--- src/rtl/skip_accum_pkg.sv ---
// Shared types and sizing helpers for the block-serial carry-skip accumulator.
package skip_accum_pkg;

   // Default number of operand bits handled per cycle (one skip block).
   localparam int unsigned BLK_DEFAULT = 4;

   typedef enum logic [1:0] {
      IDLE,
      RUN,
      DONE
   } state_t;

   // Number of skip blocks needed to cover the operand.
   function automatic int unsigned calc_nblk(input int unsigned width, input int unsigned blk);
      return width / blk;
   endfunction

   // Width of the block counter; never narrower than one bit.
   function automatic int unsigned cnt_width(input int unsigned nblk);
      return (nblk > 1) ? $clog2(nblk) : 1;
   endfunction

endpackage

--- src/rtl/skip_block.sv ---
// One BLK-bit ripple block with its carry-skip term. Purely combinational;
// the enclosing accumulator owns all state.
module skip_block
   import skip_accum_pkg::*;
#(
   parameter int unsigned BLK = BLK_DEFAULT
) (
   input  logic [BLK-1:0] a,
   input  logic [BLK-1:0] b,
   input  logic           cin,
   output logic [BLK-1:0] s,
   output logic           cout_next
);

   // Ripple the block, then merge the ripple carry with the skip term.
   always_comb begin
      logic [BLK:0] c;
      logic         g;
      logic         p;
      c    = '0;
      s    = '0;
      c[0] = cin;
      for (int unsigned i = 0; i < BLK; i++) begin
         s[i]   = a[i] ^ b[i] ^ c[i];
         c[i+1] = (a[i] & b[i]) | ((a[i] ^ b[i]) & c[i]);
      end
      g         = c[BLK];
      p         = &(a | b);
      cout_next = g | (p & cin);
   end

endmodule

--- src/rtl/skip_accum.sv ---
// Block-serial carry-skip accumulator: adds each accepted operand into the
// accumulator one BLK-bit block per cycle, carry held in a register.
// Optional feature: define ACC_SAT_EN to saturate the accumulator to all
// ones when the final block carries out.
module skip_accum
   import skip_accum_pkg::*;
#(
   parameter int unsigned WIDTH = 32,
   parameter int unsigned BLK   = BLK_DEFAULT
) (
   input  logic             clk,
   input  logic             rst_n,
   input  logic             in_valid,
   output logic             in_ready,
   input  logic [WIDTH-1:0] in_data,
   input  logic             in_clear,
   output logic             out_valid,
   input  logic             out_ready,
   output logic [WIDTH-1:0] out_sum,
   output logic             out_cout
);

   localparam int unsigned   NBLK     = calc_nblk(WIDTH, BLK);
   localparam int unsigned   CW       = cnt_width(NBLK);
   localparam logic [CW-1:0] LAST_BLK = CW'(NBLK - 1);

   state_t           state;
   state_t           state_next;
   logic [WIDTH-1:0] acc;
   logic [WIDTH-1:0] opnd;
   logic [WIDTH-1:0] acc_upd;
   logic             carry;
   logic [CW-1:0]    blk;
   logic [BLK-1:0]   a_sel;
   logic [BLK-1:0]   b_sel;
   logic [BLK-1:0]   s_blk;
   logic             cout_blk;
   logic             accept;
   logic             last_run;

   assign last_run = (state == RUN) && (blk == LAST_BLK);

   // Pick the current block of accumulator and operand.
   always_comb begin
      a_sel = '0;
      b_sel = '0;
      for (int unsigned k = 0; k < NBLK; k++) begin
         if (blk == CW'(k)) begin
            a_sel = acc[k*BLK +: BLK];
            b_sel = opnd[k*BLK +: BLK];
         end
      end
   end

   skip_block #(.BLK(BLK)) u_skip_block (
      .a         (a_sel),
      .b         (b_sel),
      .cin       (carry),
      .s         (s_blk),
      .cout_next (cout_blk)
   );

   // Merge the new block sum back into the accumulator image.
   always_comb begin
      acc_upd = acc;
      for (int unsigned k = 0; k < NBLK; k++) begin
         if (blk == CW'(k)) begin
            acc_upd[k*BLK +: BLK] = s_blk;
         end
      end
`ifdef ACC_SAT_EN
      if (last_run && cout_blk) begin
         acc_upd = '1;
      end
`endif
   end

   // State register.
   always_ff @(posedge clk) begin
      if (!rst_n) begin
         state <= IDLE;
      end else begin
         state <= state_next;
      end
   end

   // Next-state and handshake decode; ready/valid depend on state only.
   always_comb begin
      state_next = state;
      in_ready   = 1'b0;
      out_valid  = 1'b0;
      accept     = 1'b0;
      case (state)
         IDLE: begin
            in_ready = 1'b1;
            if (in_valid) begin
               accept     = 1'b1;
               state_next = RUN;
            end
         end
         RUN: begin
            if (last_run) begin
               state_next = DONE;
            end
         end
         DONE: begin
            out_valid = 1'b1;
            if (out_ready) begin
               state_next = IDLE;
            end
         end
         default: state_next = IDLE;
      endcase
   end

   // Datapath registers: operand capture, per-block accumulate, carry chain.
   always_ff @(posedge clk) begin
      if (!rst_n) begin
         acc   <= '0;
         opnd  <= '0;
         carry <= 1'b0;
         blk   <= '0;
      end else if (accept) begin
         opnd  <= in_data;
         carry <= 1'b0;
         blk   <= '0;
         if (in_clear) begin
            acc <= '0;
         end
      end else if (state == RUN) begin
         acc   <= acc_upd;
         carry <= cout_blk;
         blk   <= blk + CW'(1);
      end
   end

   assign out_sum  = acc;
   assign out_cout = carry;

endmodule

--- config.mk ---
export PLATFORM = sky130hd
export DESIGN_NAME = skip_accum
export DESIGN_NICKNAME = d
export VERILOG_FILES = /design/src/rtl/skip_accum_pkg.sv /design/src/rtl/skip_block.sv /design/src/rtl/skip_accum.sv
export SDC_FILE = /design/constraint.sdc
export NUM_CORES = 1
export LEC_CHECK = 0
export ABC_CLOCK_PERIOD_IN_PS = 3800
export BUFFER_PORTS_ARGS = -buffer_cell sky130_fd_sc_hd__buf_2
export CAP_MARGIN = 15
export CELL_PAD_IN_SITES_DETAIL_PLACEMENT = 1
export CELL_PAD_IN_SITES_GLOBAL_PLACEMENT = 2
export CORE_MARGIN = 2
export CORE_UTILIZATION = 30
export DETAILED_ROUTE_END_ITERATION = 8
export GPL_ROUTABILITY_DRIVEN = 0
export PLACE_DENSITY_LB_ADDON = 0.1
export SLEW_MARGIN = 20
export SYNTH_ARGS = -nofsm -noshare
export SYNTH_HDL_FRONTEND = slang
export SYNTH_SLANG_ARGS = --single-unit
--- constraint.sdc ---
create_clock -name clk -period 3.8 [get_ports clk]
set_input_delay 0.57 -clock clk [delete_from_list [all_inputs] [get_ports clk]]
set_output_delay 0.57 -clock clk [all_outputs]
set_load 0.01 [all_outputs]
==> qor.yml, run 1 <==
status: "finished clean"
vias: 3530
die_area_um2: 13500
final.setup.tns_ns: 0
cp_max_fo: 7
ys_warn_count: 0
cp.arrival_ns: 3.89
leakagePower_nw: 2.03
clock_path_buffers: 2
synth_top_area_share_pct: 37.0
clkTransAtPathRegs_ns: 0.06
finalCoreUtilization_pct: 39.6
min_period_over_period_pct: 96.2
tightest_slew_ns: 0.649
drt_iter0_markers: 141
track_usage_pct: 19.8
ys_seq_area_share_pct: 37.0
dp_hpwl_um: 9700
async_flop_share_pct: 0
synth.distinct_cells: 42
numCtsBuffers: 9
clock-sinks: 70
rows: 41
pwr_density_cell_nw_per_um2: 399
synthAdderAreaFrac_pct: 5.42
antenna_found_initial: 0
synth_area_leaders: "dfxtp_1 (37%), nand2_1 (9.5%), a21boi_0 (6.1%), mux2i_1 (4.2%), nor2b_1 (3.8%)"
h-tree-depth: 3
syn2layout_area_growth_pct: 30.3
synth_top_area_cell: "dfxtp_1"
timing.slew.headroom_pct: 56.7
first_pass_iters: 4
final_cell_area_um2: 4940
synth_compound_area_share_pct: 25.1
avgSynthCellArea_um2: 8.44
peakVddDrop_v: 0.000199
crit_top_cell: "fa_2"
viasPerCell: 4.88
drc: 0
start_kind: "register"
synth_seq_cells: 70
portBuffers: 71
period_minus_slack_ns: 3.66
synth-xor-area-share_pct: 0.231
grt_pass1_wl_um: 19900
drive_gt1_share_pct: 28.9
drt_wl_total_um: 12700
syn-instance-count: 449
synth_area_um2: 3790
finalHoldViolCount: 0
syn_nets: 500
grt_pass1_vias: 3578
hold_path.class: "register to register"
maxCapViolations: 0
fin_ws_ns: 0.145
slew_viol_final: 0
ctsRootBufferMaster: "clkbuf_16"
max_freq_mhz: 274
critPathRequiredTime_ns: 4.03
synthMuxAreaShare_pct: 4.23
synth_edf_count: 0
cts_tree: "yes"
clock_skew_ns: 0.0108
drtAntennaViolNets: 0
setup_viol: 0
ios: 72
path_cells: "ha_4 -> ha_4 -> a221o_1 -> a222oi_1 -> o22ai_2 -> fa_2 -> fa_2 -> fa_2 -> inv_2 -> fa_2 -> buf_4 -> a32oi_1 -> nor2b_1"
cpPeakStageDelay_ns: 0.48
synth-simple-area-share_pct: 21.0
wire_per_inst_um: 17.6
start_util_pct: 30.4
die_x_um: 116
final_nets: 597
diodes: 0
final_common_cell: "nand2_1"
clock_latency_ns: 0.35
grt_overflow: 0
cp_slowest_cell: "fa_2"
dpl_cell_area_um2: 4500
pre_cts_slack_ns: -0.199
die_h_um: 116
synth_top_family_by_area: "compound AO/OA/AOI/OAI gates"
layout_common_cells: "nand2_1 (96), buf_2 (71), dfxtp_1 (68)"
critical_path.endpoint_type: "register"
critPathKind: "register to register"
postCtsHoldBufs: 0
core_um2: 12500
ys.flop_type: "dfxtp_1"
grt_max_degree: 37
cell families (layout without fill, tap and decap cells):
logic type / Yosys count / after routing
mux: 16 / 16
buf+inv: 54 / 156
xor+xnor: 1 / 1
compound gates: 124 / 124
fa+ha+maj: 14 / 14
simple gates: 170 / 170
flops: 70 / 70
stage by stage:
stage	std cells	power [mW]	hold slack [ns]
CTS	719	1.99	0.455
global placement	701	1.11	0.451
floorplan	449	0.992	0.435
finish	723	1.97	0.459
detailed placement	701	1.12	0.451
global route	723	2.08	0.473
what timing repair did:
| item | CTS | global route |
|---|---|---|
| endpoints found under the setup margin | 7 | 8 |
| gates resized for setup | 11 | 12 |
| pin swaps | 4 | 4 |
| setup buffers | 2 | 4 |
flip-flops by register name (all words and copies together) (netlist names):
register,flops
state,2
opnd,32
out_cout,1
blk,3
out_sum,32
path summary, 6_finish.rpt:
check / start / to / slack [ns] / cells after the start
worst max-delay path: blk[0] / out_sum[15] / 0.14 / 13
worst min-delay path: opnd[19] / opnd[19] / 0.46 / 2
worst min register to register: opnd[19] / opnd[19] / 0.46 / 2
worst max register to register: blk[0] / out_sum[15] / 0.14 / 13
synthesized netlist by cell type, drive strengths merged (7+ instances only):
cell / instances
o2bb2ai: 12
and2: 14
a21oi: 11
inv: 20
nor2: 22
a221o: 11
clkbuf: 13
mux2i: 16
nor2b: 23
nand2: 96
dfxtp: 70
a21o: 9
a22oi: 7
buf: 21
ha: 10
a21boi: 34
o21ai: 12
layer usage:
layer  track usage [%]  vias to the layer above  part of all wire, %
met2              33.5                       63                   49
met5                 0                        -                    0
met4              7.22                        0                  2.0
li1                  -                     1749                    -
met3              4.62                       17                  3.4
met1              24.7                     1701                   45
worst max-delay path: cells and delay by family, from the launching register on:
kind            cells  cell delay, ns
fa+ha+maj           6            1.90
compound gates      4            1.01
flops               1            0.36
buf+inv             2            0.22
simple gates        1            0.06
layout make-up:
| type | instances | area [um2] |
|---|---|---|
| well taps | 172 | 215 |
| flip-flops and latches | 70 | 1410 |
| clock inverters | 6 | 61.3 |
| inverters | 20 | 75.1 |
| fillers | 1477 | 7530 |
| clock buffers | 10 | 239 |
| multi-input cells | 325 | 2210 |
| repair buffers | 120 | 723 |
report_power, final:
part           leakage (nW)  switching [mW]  total (mW)  internal (mW)
Sequential            0.572          0.0303       0.796          0.765
Clock                 0.148           0.329       0.852          0.523
Combinational          1.31           0.178       0.322          0.144
Total                  2.03           0.537        1.97           1.43
(Power assumes the default switching activity.)
==> run 2, diff against run 1 <==
PLACE_DENSITY = 0.84   (was unset)
PLACE_DENSITY_LB_ADDON = unset   (was 0.1)
==> qor.yml, run 2 (synthesis gave the netlist of run 1 again) <==
path_cells: "ha_4 -> ha_4 -> buf_12 -> buf_4 -> nor2_4 -> nand3_2 -> a221o_1 -> fa_2 -> fa_2 -> fa_2 -> inv_2 -> fa_2 -> and2_4 -> mux2i_1 -> nor2b_1"
p_comb_share_pct: 16.3
diodes: 0
critical_path.endpoint_type: "register"
clock_skew_ns: 0.00734
layout_common_cells: "nand2_1 (96), buf_2 (71), dfxtp_1 (68)"
drt_wl_total_um: 12000
finalHoldViolCount: 0
ctsRootBufferMaster: "clkbuf_16"
cts_tree: "yes"
slew_viol_final: 0
final_cell_area_um2: 4830
grt_max_degree: 43
postCtsHoldBufs: 0
critical_path.top_delay_family: "adder cells"
portBuffers: 71
pwr_density_cell_nw_per_um2: 390
vias: 3552
seq_power_share_pct: 42.2
ios: 72
drc: 0
rsz0062_at_grt: "true"
die_h_um: 116
final_nets: 586
hold_start: "opnd[6]"
timing.slew.headroom_pct: 43.5
start_util_pct: 30.4
clock_path_buffers: 2
numCtsBuffers: 9
min_period_over_period_pct: 98.9
track_usage_pct: 18.9
rows: 41
p_sw_mw: 0.508
period_minus_slack_ns: 3.76
drive_gt1_share_pct: 27.0
setup_viol: 0
crit_top_cell: "fa_2"
grt_overflow: 0
internal_power_mw: 1.37
finalCoreUtilization_pct: 38.7
cp.arrival_ns: 3.98
peakVddDrop_v: 0.000197
maxCapViolations: 0
dpl_cell_area_um2: 4420
clkTransAtPathRegs_ns: 0.05
leakagePower_nw: 1.96
final_common_cell: "nand2_1"
timing.hold.ws_ns: 0.460
grt_pass1_vias: 3733
die_area_um2: 13500
post-place-cells: 690
antenna_found_initial: 0
viasPerCell: 4.99
start_kind: "register"
hold_path.class: "register to register"
final_cells: 712
clock-sinks: 70
p_sw_share_pct: 27.0
status: "finished clean"
power_frac_clock_pct: 41.6
clock_latency_ns: 0.34
core_um2: 12500
cp_slowest_cell: "fa_2"
die_x_um: 116
drt_iter0_markers: 163
cpPeakStageDelay_ns: 0.49
cp_max_fo: 5
first_pass_iters: 4
total_power_mw: 1.88
syn2layout_area_growth_pct: 27.4
cp_num_buf_inv: 3
grt_pass1_wl_um: 19400
drtAntennaViolNets: 0
r2r-start: "blk[1]"
critPathRequiredTime_ns: 4.03
h-tree-depth: 3
tightest_slew_ns: 0.847
critPathKind: "register to register"
wire_per_inst_um: 16.9
dp_hpwl_um: 9090
startpoint: "blk[1]"
max_freq_mhz: 266
-- run 2: changes by cell type in the layout (fill, tap and decap cells not counted), moves of 2 or more --
cell,change
buf_4,-12
clkbuf_1,+2
ha_2,+2
ha_4,-2
nor2_2,-2
-- run 2: routing by layer --
metal / share of wire (%) / vias up / GRT usage, %
met5: 0 / - / 0
met2: 48 / 74 / 32.0
met4: 2.0 / 0 / 6.98
met3: 3.9 / 18 / 4.41
met1: 46 / 1735 / 23.5
li1: - / 1725 / -
-- run 2: final cells by class --
cell class              instances  area [um2]
clock buffers                  13         260
inverters                      20        75.1
repair buffers                109         653
multi-input cells             325        2200
flip-flops and latches         70        1410
clock inverters                 3        18.8
fillers                      1511        7640
well taps                     172         215
-- run 2: worst paths after layout --
path / endpoint / slack, ns / cells past startpoint
max: out_sum[7] / 0.04 / 15
min reg2reg: opnd[6] / 0.46 / 2
min: opnd[6] / 0.46 / 2
max reg2reg: out_sum[7] / 0.04 / 15
-- run 2: worst min-delay path: stages, from the launching register on --
cell and delay [ns]:
dfxtp_1 0.31, nand2_1 0.05, a21boi_1 0.05
-- run 2: per-stage QoR --
stage          setup slack (ns)  setup TNS (ns)
6_report                 0.0413               0
3_5_place_dp             -0.311           -1.49
4_1_cts                 -0.0217         -0.0217
2_1_floorplan            0.0421               0
5_1_grt                 -0.0681          -0.152
3_3_place_gp            -0.0205         -0.0804
-- run 2: power groups by stage --
stage,clock (mW),sequential [mW],combinational (mW)
after CTS,0.802,0.794,0.302
after detailed placement,0,0.809,0.292
after global placement,0,0.808,0.283
final,0.782,0.794,0.306
after global routing,0.836,0.797,0.337
after floorplan,0,0.801,0.191
-- run 2: what timing repair did --
item                                    CTS  global route
endpoints found under the hold margin     0             0
endpoints found under the setup margin    8             7
pin swaps                                 5             6
buffers inserted                          3             3
resized for setup                        18             3
